### config.mk
export PLATFORM = sky130hd
export DESIGN_NAME = ex_lane_latewb_pipe
export DESIGN_NICKNAME = d
export VERILOG_FILES = /design/src/rtl/ex_lane_latewb_pipe.sv
export SDC_FILE = /design/constraint.sdc
export NUM_CORES = 1
export LEC_CHECK = 0
export CAP_MARGIN = 25
export CORE_AREA = 8 8 239 241
export DETAILED_ROUTE_END_ITERATION = 12
export DIE_AREA = 0 0 247 249
export PLACE_DENSITY = 0.61
export SLEW_MARGIN = 40
export SYNTH_ARGS = -nofsm -noshare
export SYNTH_HDL_FRONTEND = slang
export SYNTH_SLANG_ARGS = --single-unit
export TNS_END_PERCENT = 50
### constraint.sdc
create_clock -name clock -period 2.4 [get_ports clock]
set_input_delay 0.36 -clock clock [delete_from_list [all_inputs] [get_ports clock]]
set_output_delay 0.36 -clock clock [all_outputs]
set_load 0.03 [all_outputs]
### src/rtl/ex_lane_latewb_pipe.sv
// Late-writeback pipeline for secondary execute lanes: destinations travel DEPTH stages,
// picking up late functional-unit results at their tagged stage and forwarding each stage.

module ex_lane_latewb_cap #(
   parameter int DATA_W = 64,
   parameter int NSRC   = 4,
   parameter int SEL_W  = 3,
   parameter int STG_W  = 2,
   parameter int STAGE  = 0
) (
   input  logic                   pend,
   input  logic [SEL_W-1:0]       sel,
   input  logic [STG_W-1:0]       stg,
   input  logic [NSRC*DATA_W-1:0] srcVal,
   input  logic [NSRC-1:0]        srcValid,
   output logic                   due,
   output logic                   capture,
   output logic [DATA_W-1:0]      cap_val
);
   logic src_ok;

   // Selects beyond NSRC never match, so such an entry simply never captures.
   always_comb begin
      src_ok  = 1'b0;
      cap_val = '0;
      for (int j = 0; j < NSRC; j++) begin
         if (sel == SEL_W'(j + 1)) begin
            src_ok  = srcValid[j];
            cap_val = srcVal[j*DATA_W +: DATA_W];
         end
      end
   end

   assign due     = pend && (stg == STG_W'(STAGE));
   assign capture = due && src_ok;
endmodule

module ex_lane_latewb_pipe #(
   parameter int DATA_W = 64,
   parameter int ID_W   = 7,
   parameter int DEPTH  = 3,
   parameter int NSRC   = 4,
   parameter logic [ID_W-1:0] ZZR_ID = 7'h3F,
   localparam int SEL_W = $clog2(NSRC + 1),
   localparam int STG_W = $clog2(DEPTH)
) (
   input  logic                    clock,
   input  logic                    reset,
   input  logic                    exHold,
   input  logic                    opBraFlush,
   input  logic [ID_W-1:0]         inIdRn,
   input  logic [DATA_W-1:0]       inValRn,
   input  logic [SEL_W-1:0]        inSrcSel,
   input  logic [STG_W-1:0]        inSrcStg,
   input  logic [NSRC*DATA_W-1:0]  srcVal,
   input  logic [NSRC-1:0]         srcValid,
   output logic [DEPTH*ID_W-1:0]   regIdRnS,
   output logic [DEPTH*DATA_W-1:0] regValRnS,
   output logic [DEPTH-1:0]        regHeldS,
   output logic [ID_W-1:0]         regIdRnOut,
   output logic [DATA_W-1:0]       regValRnOut,
   output logic                    exHoldReq,
   output logic                    lateFault
);
   logic [DEPTH-1:0][ID_W-1:0]   id, up_id;
   logic [DEPTH-1:0][DATA_W-1:0] val, up_val, fwd_val, cap_val;
   logic [DEPTH-1:0][SEL_W-1:0]  sel, up_sel;
   logic [DEPTH-1:0][STG_W-1:0]  stg, up_stg;
   logic [DEPTH-1:0]             pend, up_pend, due, cap, miss;

   genvar s;
   generate
      for (s = 0; s < DEPTH; s++) begin : g_stg
         ex_lane_latewb_cap #(
            .DATA_W(DATA_W), .NSRC(NSRC), .SEL_W(SEL_W), .STG_W(STG_W), .STAGE(s)
         ) u_cap (
            .pend(pend[s]), .sel(sel[s]), .stg(stg[s]),
            .srcVal(srcVal), .srcValid(srcValid),
            .due(due[s]), .capture(cap[s]), .cap_val(cap_val[s])
         );

         assign fwd_val[s] = cap[s] ? cap_val[s] : val[s];
         assign miss[s]    = due[s] && !cap[s];

         if (s == 0) begin : g_ld
            assign up_id[s]   = opBraFlush ? ZZR_ID : inIdRn;
            assign up_val[s]  = inValRn;
            assign up_pend[s] = !opBraFlush && (inSrcSel != '0);
            assign up_sel[s]  = opBraFlush ? '0 : inSrcSel;
            assign up_stg[s]  = (int'(inSrcStg) >= DEPTH) ? STG_W'(DEPTH - 1) : inSrcStg;
         end else begin : g_sh
            // An entry leaving its capture stage unserved is killed rather than written back.
            assign up_id[s]   = miss[s-1] ? ZZR_ID : id[s-1];
            assign up_val[s]  = fwd_val[s-1];
            assign up_pend[s] = pend[s-1] && !due[s-1];
            assign up_sel[s]  = sel[s-1];
            assign up_stg[s]  = stg[s-1];
         end
      end
   endgenerate

   always_ff @(posedge clock) begin
      if (reset) begin
         id        <= {DEPTH{ZZR_ID}};
         val       <= '0;
         pend      <= '0;
         sel       <= '0;
         stg       <= '0;
         lateFault <= 1'b0;
      end else begin
         if (!exHold) begin
            id   <= up_id;
            val  <= up_val;
            pend <= up_pend;
            sel  <= up_sel;
            stg  <= up_stg;
         end else begin
            for (int k = 0; k < DEPTH; k++) begin
               if (cap[k]) begin
                  val[k]  <= cap_val[k];
                  pend[k] <= 1'b0;
               end
            end
         end
         if (!exHold && (|miss)) lateFault <= 1'b1;
      end
   end

   assign regIdRnS    = id;
   assign regValRnS   = fwd_val;
   assign regHeldS    = pend;
   assign regIdRnOut  = (pend[DEPTH-1] && !cap[DEPTH-1]) ? ZZR_ID : id[DEPTH-1];
   assign regValRnOut = fwd_val[DEPTH-1];
   assign exHoldReq   = |miss;
endmodule

Yosys cells after proc, flatten, opt, wreduce, memory -nomap -nowiden:

Cells that the tools add are included.

* register bits: 232
* input port bits: 340
* output and inout bits: 289
* word-level logic and storage cells: 96

* magnitude comparators: 1
* equality and inequality tests: 17
* muxes and demuxes: 38
* reduce and logical (&&, ||, !) cells: 24

Operators with widths (number)
* two-way mux 64 bit: 15
* two-way mux 192 bit: 1
* two-way mux 7 bit: 4
* equality test 3 x 2 -> 1 bit (second input constant): 6
* two-way mux 1 bit: 15
* logical AND 1 bit: 14
* equality test 3 x 1 -> 1 bit (second input constant): 3
* equality test 3 bit (second input constant): 3
* zero test 1 bit: 7
* two-way mux 3 bit: 2
* inequality test 2 x 1 -> 1 bit (second input constant): 3
* nonzero test 3 bit: 1
* OR reduction 3 bit: 1
* equality test 2 x 1 -> 1 bit (second input constant): 1
* equality test 2 bit (second input constant): 1
* >= comparator 2 bit (second input constant): 1
* zero test 2 bit: 1
* two-way mux 2 bit: 1

Logic depth before layout (Yosys ltp):

Gate-level depths: netlist (run 1).

* depth in word-level cells: 10
* depth in mapped cells: 8
* mapped depth without buffers: 5

By module:

Synthesis (run 1) repeated with hierarchy kept, for this count alone.

* cells, all modules: 1861
* area, all modules: 16787.4 um^2

Modules (own cells, without submodules)
* ex_lane_latewb_pipe: instances 1, cells an instance 1148, area each 11014.3 um^2, sequential area each 4644.5 um^2
* ex_lane_latewb_cap (g_stg[1].u_cap ...): instances 2, cells an instance 238, area each 1924.3 um^2, sequential area each 0.0 um^2
* ex_lane_latewb_cap (g_stg[0].u_cap): instances 1, cells an instance 237, area each 1924.3 um^2, sequential area each 0.0 um^2

Worst setup path after synthesis (run 1):

No wires, ideal clock.

* path kind: register to output
* start point: register sel[7] (netlist bit)
* end point: output regValRnS[128]
* data arrival time: 1795 ps
* required time: 2040 ps
* setup slack: 245 ps
* stages on the path, launching flop included: 8
* buffers on the path: 3
* cells stage by stage: dfxtp_1 > buf_2 > mux2i_1 > o211a_1 > nor3_4 > buf_6 > mux2_1 > buf_4

* word-level cells in the longest chain between the ends: 7
* elaborated cells on any way between the ends: 14
* classes of those cells: 4 x eq/ne; 9 x mux; 1 x reduce/logical

Ends and longest elaborated chain
* start: declaration: line 67 `logic [DEPTH-1:0][SEL_W-1:0] sel, up_sel;`
* start signal: assignment: line 115 `sel <= up_sel;`
* equality test 3 x 1 -> 1 bit: line 27 `if (sel == SEL_W'(j + 1)) begin`
* two-way mux 1 bit (4 in a row): line 27
* logical AND 1 bit: line 35 `assign capture = due && src_ok;`
* two-way mux 64 bit *
* end: declaration: line 58 `output logic [DEPTH*DATA_W-1:0] regValRnS,`

Mark *: on every way between the ends. The rest lies on a longest branch, timed or not.

Worst setup path after layout (run 1):

* start point: register sel[7] (netlist bit)
* end point: output regValRnS[139]

Same word-level chain as after synthesis.

==> metrics.md, run 1 <==
| Metric | Value |
|---|---|
| Relative slew slack | 0.457 |
| Detail-routed net length per standard cell | 28.3 um |
| Core ar. | 53300 sq um |
| IO Pins | 629 |
| Number of nets in the layout | 3019 |
| Reg2reg end | val[162]$_SDFF_PP0_ |
| GR Util met2 | 0.482 |
| Lkg Pwr | 0.0117 uW |
| Ys flop type | dfxtp_1 |
| Syn_area_per_cell | 8.82 sq um |
| RD Place Congestion | 0.891 |
| Worst R2R Path Depth | 10 |
| Crit path max fanout | 6 |
| Fin. max-slew vios | 0 |
| Reg2Reg Launch Point | sel[7]$_SDFFE_PP0N_ |
| Largest net degree at the start of global routing | 81 |
| Sequential cell area | 4670 sq um |
| CTS tree | yes |
| M1 GR Usage | 0.335 |
| Max Cap Viol | 0 |
| Total clock sinks | 232 |
| Least-Margin Pin Slew | 815 ps |
| Pre-CTS setup slack | -826 ps |
| Vias | 19662 |
| Clk Tree Root Cell | clkbuf_16 |
| Hold Crit Depth | 4 |
| Vias in the first global route | 19699 |
| Post-synth EDFFs | 0 |
| Crit path DAT | 2640 ps |
| Cell Count, Final, Fillers Out | 3410 |
| Startpoint Class | flip-flop |
| Vias per inst | 5.77 |
| Hold Crit Endpoint | regIdRnS[16]$_SDFFE_PP1N_ |
| Layout area overhead | 87.2% |
| Multi-input gate area | 10900 sq um |
| R2R setup slack | 80 ps |
| Cell count after synthesis | 1783 |
| Area leader, netlist | dfxtp_1 |
| Placed cells | 3172 |
| Antenna violations before repair | 22 |
| Die Span X | 247 um |
| Reg clk slew, reported paths | 60 ps |
| Final setup fails | 264 |
| Ys async rst share | 0 |
| Initial core utilization | 0.295 |
| Pwr Density | 417 nW/um^2 |
| Overall Global Routing Usage | 0.283 |
| Pwr Total | 12300 uW |
| Peak supply drop | 0.451 mV |
| First-pass GRT wire length | 133 mm |
| M3 GR Usage | 0.0680 |
| Drt pass-1 iters | 8 |
| Port buffer count | 628 |
| CTS Buffer Depth | 3 |
| H-tree depth | 1 |
| ANT nets after route | 0 |
| Failing checks | negative setup slack |
| Synth area leaders | dfxtp_1, mux2i_1, o22ai_1 |
| Final min period | 3000 ps |
| GRT overflow | 0 |
| Crit end category | output port |
| Final hold vios | 0 |
| Iter 0 DRT Violations | 1629 |
| Max Freq | 334 MHz |
| Drc violations | 0 |
| Crit Path Category | reg2out |
| Hold slack | 288 ps |
| Data required, critical path | 2040 ps |
| Synth cell count leaders | o22ai_1, mux2i_1, dfxtp_1 |
| HP Start | reset |
| TritonCTS Buffers | 30 |
| Syn Nets | 2123 |
| Share of layout cells above drive strength 1 | 0.410 |
| DRT Wirelength | 96.5 mm |
| Detailed Place HPWL | 63.7 mm |
| Worst-Skew Late Latency | 590 ps |
| Mapped Area | 15700 sq um |
| Post-route clock period utilization | 1.25 |
| #FFs+latches synth | 232 |
| RSZ-0062 raised after global routing | yes |
| Synth warn | 0 |
| Final Skew | 17.9 ps |
| Setup WS post-layout | -595 ps |
| Yosys top cell area share | 0.295 |
| Row cnt | 85 |
| Yosys cell types | 39 |
| # fillers | 4614 |
| Status | finished with violations |
| Die H | 249 um |
| Sequential share of the synthesized area | 0.295 |
| Area of the die | 61500 sq um |
| Worst hold-check path type | in2reg |
| Final Util | 0.553 |
| Count leader, synth | o22ai_1 |
| GRT busiest layer | met2 |
worst max path at each step:
stage / from / end / slack, ps / depth (start not counted)
final: sel[7]$_SDFFE_PP0N_ / regValRnS[139] / -600 / 8
after global routing: sel[7]$_SDFFE_PP0N_ / regValRnOut[60] / -670 / 9
after CTS: sel[4]$_SDFFE_PP0N_ / regValRnS[125] / -690 / 7
after detailed placement: srcValid[2] / regValRnOut[59] / -830 / 8
after global placement: srcValid[0] / regValRnS[190] / -850 / 8
after floorplan: sel[7]$_SDFFE_PP0N_ / regValRnS[128] / 240 / 7
stage by stage:
step	TNS, ps	instance area (sq um)
after global placement	-169900	24300
after CTS	-143440	27200
after global routing	-141800	29400
after detailed placement	-163760	24300
final	-120210	29400
after floorplan	0	15700
sequential cells by signal (all words and copies together), names as in the netlist:
signal and flops:
lateFault 1, regHeldS 3, regIdRnS 21, sel 9, stg 6, val 192
final cells by class:
| cell class | count | share of cell area |
|---|---|---|
| Clock buffer | 42 | 0.0298 |
| Inverter | 131 | 0.0168 |
| Tap cell | 696 | 0.0296 |
| Multi-Input combinational cell | 1165 | 0.369 |
| Timing Repair Buffer | 1119 | 0.388 |
| Sequential cell | 232 | 0.159 |
| Antenna cell | 16 | 0.00136 |
| Clock inverter | 9 | 0.00667 |
layout by cell type, fill, tap and decap left out, types with 6 or more instances in the layout:
cell,synthesis,layout
mux2_4,39,60
buf_2,46,37
dfxtp_1,232,223
buf_8,1,15
dfxtp_4,0,7
buf_16,0,17
o22ai_2,0,44
clkbuf_1,105,6
nor2b_4,0,6
o22ai_1,338,294
nand2b_1,10,6
mux2i_1,334,219
nor2_1,25,24
a22oi_2,0,16
buf_12,3,69
a22oi_1,193,177
clkbuf_16,0,38
inv_2,1,36
buf_6,7,205
o2bb2ai_1,64,64
bufinv_16,0,6
mux2i_2,0,36
buf_4,74,399
nand2_1,92,90
nand4bb_1,6,6
mux2i_4,0,79
clkdlybuf4s50_1,0,363
diode_2,0,16
inv_1,130,94
per-layer routing:
layer  up-vias  part of all wire
met4        14             0.049
met1      9492              0.37
met2      1319              0.48
li1       8526                 -
met5         -            0.0011
met3       311              0.10
kinds of logic after synthesis:
logic type	synth area share
buffers and inverters	0.121
multiplexers	0.268
AO/OA/AOI/OAI	0.270
AND/OR/NAND/NOR	0.0469
flip-flops	0.295
critical path, stage by stage (launching register included):
cell	delay (ps)
dfxtp_4	370
mux2i_2	160
o211a_4	270
nor3_4	160
buf_12	180
clkbuf_16	200
buf_12	140
mux2_2	380
buf_4	180
power by group:
part           leakage, uW  switching (uW)  total [uW]  internal [uW]
clock network     0.000527            1880        5040           3160
logic              0.00925            1600        3160           1560
registers          0.00190            84.2        4070           3990
total               0.0117            3560       12300           8700
what timing repair did:
item / 4_1_cts / 5_1_grt
gates cloned: 14 / 5
setup buffers: 80 / 78
setup endpoints to repair: 264 / 266
hold buffers: 0 / 0
resized for setup: 996 / 454
pin swaps: 10 / 11
No activity file was read; power rests on OpenSTA's default activity.
==> run 2, diff against run 1 <==
- REMOVE_ABC_BUFFERS: unset -> 1
==> run 2 against run 1 <==
Maximum frequency down 2.4%. Worst hold slack got worse by 3.5 ps. Routed wire length grew 0.76%. Sequential share of layout area increased by 0.16 points. The run still ends with negative setup slack left. Utilization fell by 0.48 points. Total power is 2.3% lower. Non-clock buffer count grew 26. Flip-flop and latch count stayed put. Combinational power down 2%. Clock-buffer cell count rose by 3.
==> metrics.md, run 2 (synthesized netlist as in run 1, its figures left out) <==
| Metric | Value |
|---|---|
| Status | finished with violations |
| Failing checks | negative setup slack |
| Layout area overhead | 85.6% |
| Max Cap Viol | 0 (unchanged) |
| Setup WS post-layout | -668 ps (-73.0 ps) |
| Pre-CTS setup slack | -776 ps (+50.4 ps) |
| Largest Register | val |
| Commonest non-fill, non-tap cell in the layout | buf_4 |
| Iter 0 DRT Violations | 1907 (+17%) |
| Most frequent cells in the layout | buf_4, clkdlybuf4s50_1, o22ai_1 |
| Lkg Pwr | 0.0117 uW (about the same) |
| Peak supply drop | 0.495 mV (+9.7%) |
| Drc violations | 0 (unchanged) |
| Die Span X | 247 um (unchanged) |
| H-tree depth | 1 (unchanged) |
| Sw Ratio | 0.300 (+0.0101) |
| Startpoint Class | flip-flop |
| Worst-Skew Late Latency | 580 ps (about the same) |
| Slowest cell on the critical path | dfxtp_4 |
| Share of layout cells above drive strength 1 | 0.398 (-0.0124) |
| Initial core utilization | 0.295 (unchanged) |
| Vias | 20156 (+2.5%) |
| TritonCTS Buffers | 30 (unchanged) |
| Setup TNS | -134920 ps (-14700 ps) |
| Worst R2R Path Depth | 12 (+2) |
| Data required, critical path | 2040 ps (about the same) |
| Port buffer count | 628 (unchanged) |
| R2R setup slack | 30 ps (-50 ps) |
| Final min period | 3070 ps (+73.0 ps) |
| Post-route clock period utilization | 1.28 (+0.0304) |
| Reg2Reg Launch Point | sel[7]$_SDFFE_PP0N_ |
| Relative slew slack | 0.559 (+0.103) |
| Pwr Density | 411 nW/um^2 (-1.4%) |
| Hold Crit Endpoint | val[8]$_SDFF_PP0_ |
| RD Place Congestion | 0.902 (+1.3%) |
| Placed cells | 3153 (-0.60%) |
| Reg clk slew, reported paths | 60 ps (about the same) |
| Final Util | 0.548 (-0.00477) |
| RSZ-0062 raised after global routing | yes |
| Crit Path Category | reg2out |
| Die H | 249 um (unchanged) |
| Area of the die | 61500 sq um (unchanged) |
| Final hold vios | 0 (unchanged) |
| Hold slack | 284 ps (-3.50 ps) |
| DRT Wirelength | 97.3 mm (+0.76%) |
| # fillers | 4660 (+1.0%) |
| Antenna violations before repair | 20 (-9.1%) |
| Core ar. | 53300 sq um (unchanged) |
| Internal power | 8390 uW (-3.7%) |
| Total clock sinks | 232 (unchanged) |
| Reg power frac | 0.339 (+0.007) |
| Critical path's largest stage delay | 370 ps (about the same) |
| CTS Buffer Depth | 3 (unchanged) |
| Fin. max-slew vios | 0 (unchanged) |
| CTS tree | yes |
| Clock power frac | 0.403 (-0.008) |
| Detailed Place HPWL | 61.1 mm (-4.1%) |
| Max Freq | 326 MHz (-2.4%) |
| Clk Tree Root Cell | clkbuf_16 |
| Hold Crit Depth | 3 (-1) |
| Switching power | 3600 uW (+1.2%) |
| Crit path max fanout | 7 (+1) |
| Final setup fails | 264 (unchanged) |
| ANT nets after route | 0 (unchanged) |
| Largest register FFs | 192 (unchanged) |
| Reg2reg end | val[154]$_SDFF_PP0_ |
| Vias per inst | 5.85 (+1.5%) |
| Overall Global Routing Usage | 0.281 (-0.00105) |
| IO Pins | 629 (unchanged) |
| Least-Margin Pin Slew | 661 ps (-154 ps) |
| First-pass GRT wire length | 133 mm (about the same) |
| Drt pass-1 iters | 6 (-2) |
| CP cell instances | mux2i_1 > o211a_1 > nor3_4 > buf_12 > buf_16 > buf_12 > buf_6 > buf_6 > mux2_4 > buf_6 |
| HP Start | reset |
| Largest net degree at the start of global routing | 66 (-19%) |
| Worst path most repeated cell | buf_6 |
| Final Skew | 21.1 ps (+3.16 ps) |
| Cell Count, Final, Fillers Out | 3443 (+0.97%) |
| Detail-routed net length per standard cell | 28.2 um (-0.21%) |
| Number of nets in the layout | 3045 (+0.86%) |
| Row cnt | 85 (unchanged) |
| GRT overflow | 0 (unchanged) |
| Vias in the first global route | 20117 (+2.1%) |
| Crit path DAT | 2710 ps (+70 ps) |
| Crit end category | output port |
| Worst hold-check path type | in2reg |
| Logic gate share of total power | 0.259 (+0.002) |
## run 2: final cells by class
type / count / area, sq um / share of cell area
inverter: 131 / 494 / 0.0169
tap: 696 / 871 / 0.0298
clock inverter: 11 / 111 / 0.00381
antenna: 18 / 45.0 / 0.00154
multi-input combinational: 1165 / 10500 / 0.361
sequential: 232 / 4680 / 0.160
clock buffer: 45 / 930 / 0.0318
timing repair buffer: 1145 / 11500 / 0.395
## run 2: timing repair
action / CTS / global route
hold buffers: 0 / 0
setup endpoints to repair: 264 / 264
gates cloned: 11 / 5
pin swaps: 4 / 17
buffers inserted: 102 / 112
gates resized for setup: 964 / 511
## run 2: per-layer routing
metal  vias to the layer above  GRT usage  wire, um
met3                       313     0.0671      9660
li1                       8585          -         -
met1                      9828      0.337     36600
met5                         -          0        70
met2                      1420      0.475     46300
met4                        10      0.117      4590
## run 2: how the worst max path moves through the flow
| stage | startpoint | end | slack, ps | depth (start not counted) |
|---|---|---|---|---|
| finish | sel[7]$_SDFFE_PP0N_ | regValRnOut[54] | -670 | 10 |
| floorplan | sel[0]$_SDFFE_PP0N_ | regValRnS[0] | -4180 | 5 |
| global placement | srcValid[2] | regValRnS[128] | -730 | 7 |
| global route | sel[7]$_SDFFE_PP0N_ | regValRnS[161] | -750 | 9 |
| detailed placement | srcValid[0] | regValRnS[128] | -780 | 7 |
| CTS | sel[4]$_SDFFE_PP0N_ | regValRnS[122] | -800 | 8 |
## run 2: per-stage QoR
stage               instance area (sq um)  power, uW
CTS                                 26800      11800
detailed placement                  24200       6870
finish                              29200      12000
global route                        29200      12300
global placement                    24200       6830
floorplan                           14300       5190
## run 2: power by group through the flow
stage | Clock [uW] | Sequential [uW] | Combinational, uW
finish | 4830 | 4060 | 3100
detailed placement | 0 | 4120 | 2750
global placement | 0 | 4110 | 2720
CTS | 4890 | 4040 | 2820
floorplan | 0 | 4160 | 1030
global route | 5020 | 4070 | 3230
## run 2: critical path, delay by kind of cell, from the launching register on
family                 cells  cell delay (ps)
buffers and inverters      6              810
multiplexers               2              460
flip-flops                 1              370
AO/OA/AOI/OAI              1              270
AND/OR/NAND/NOR            1              200
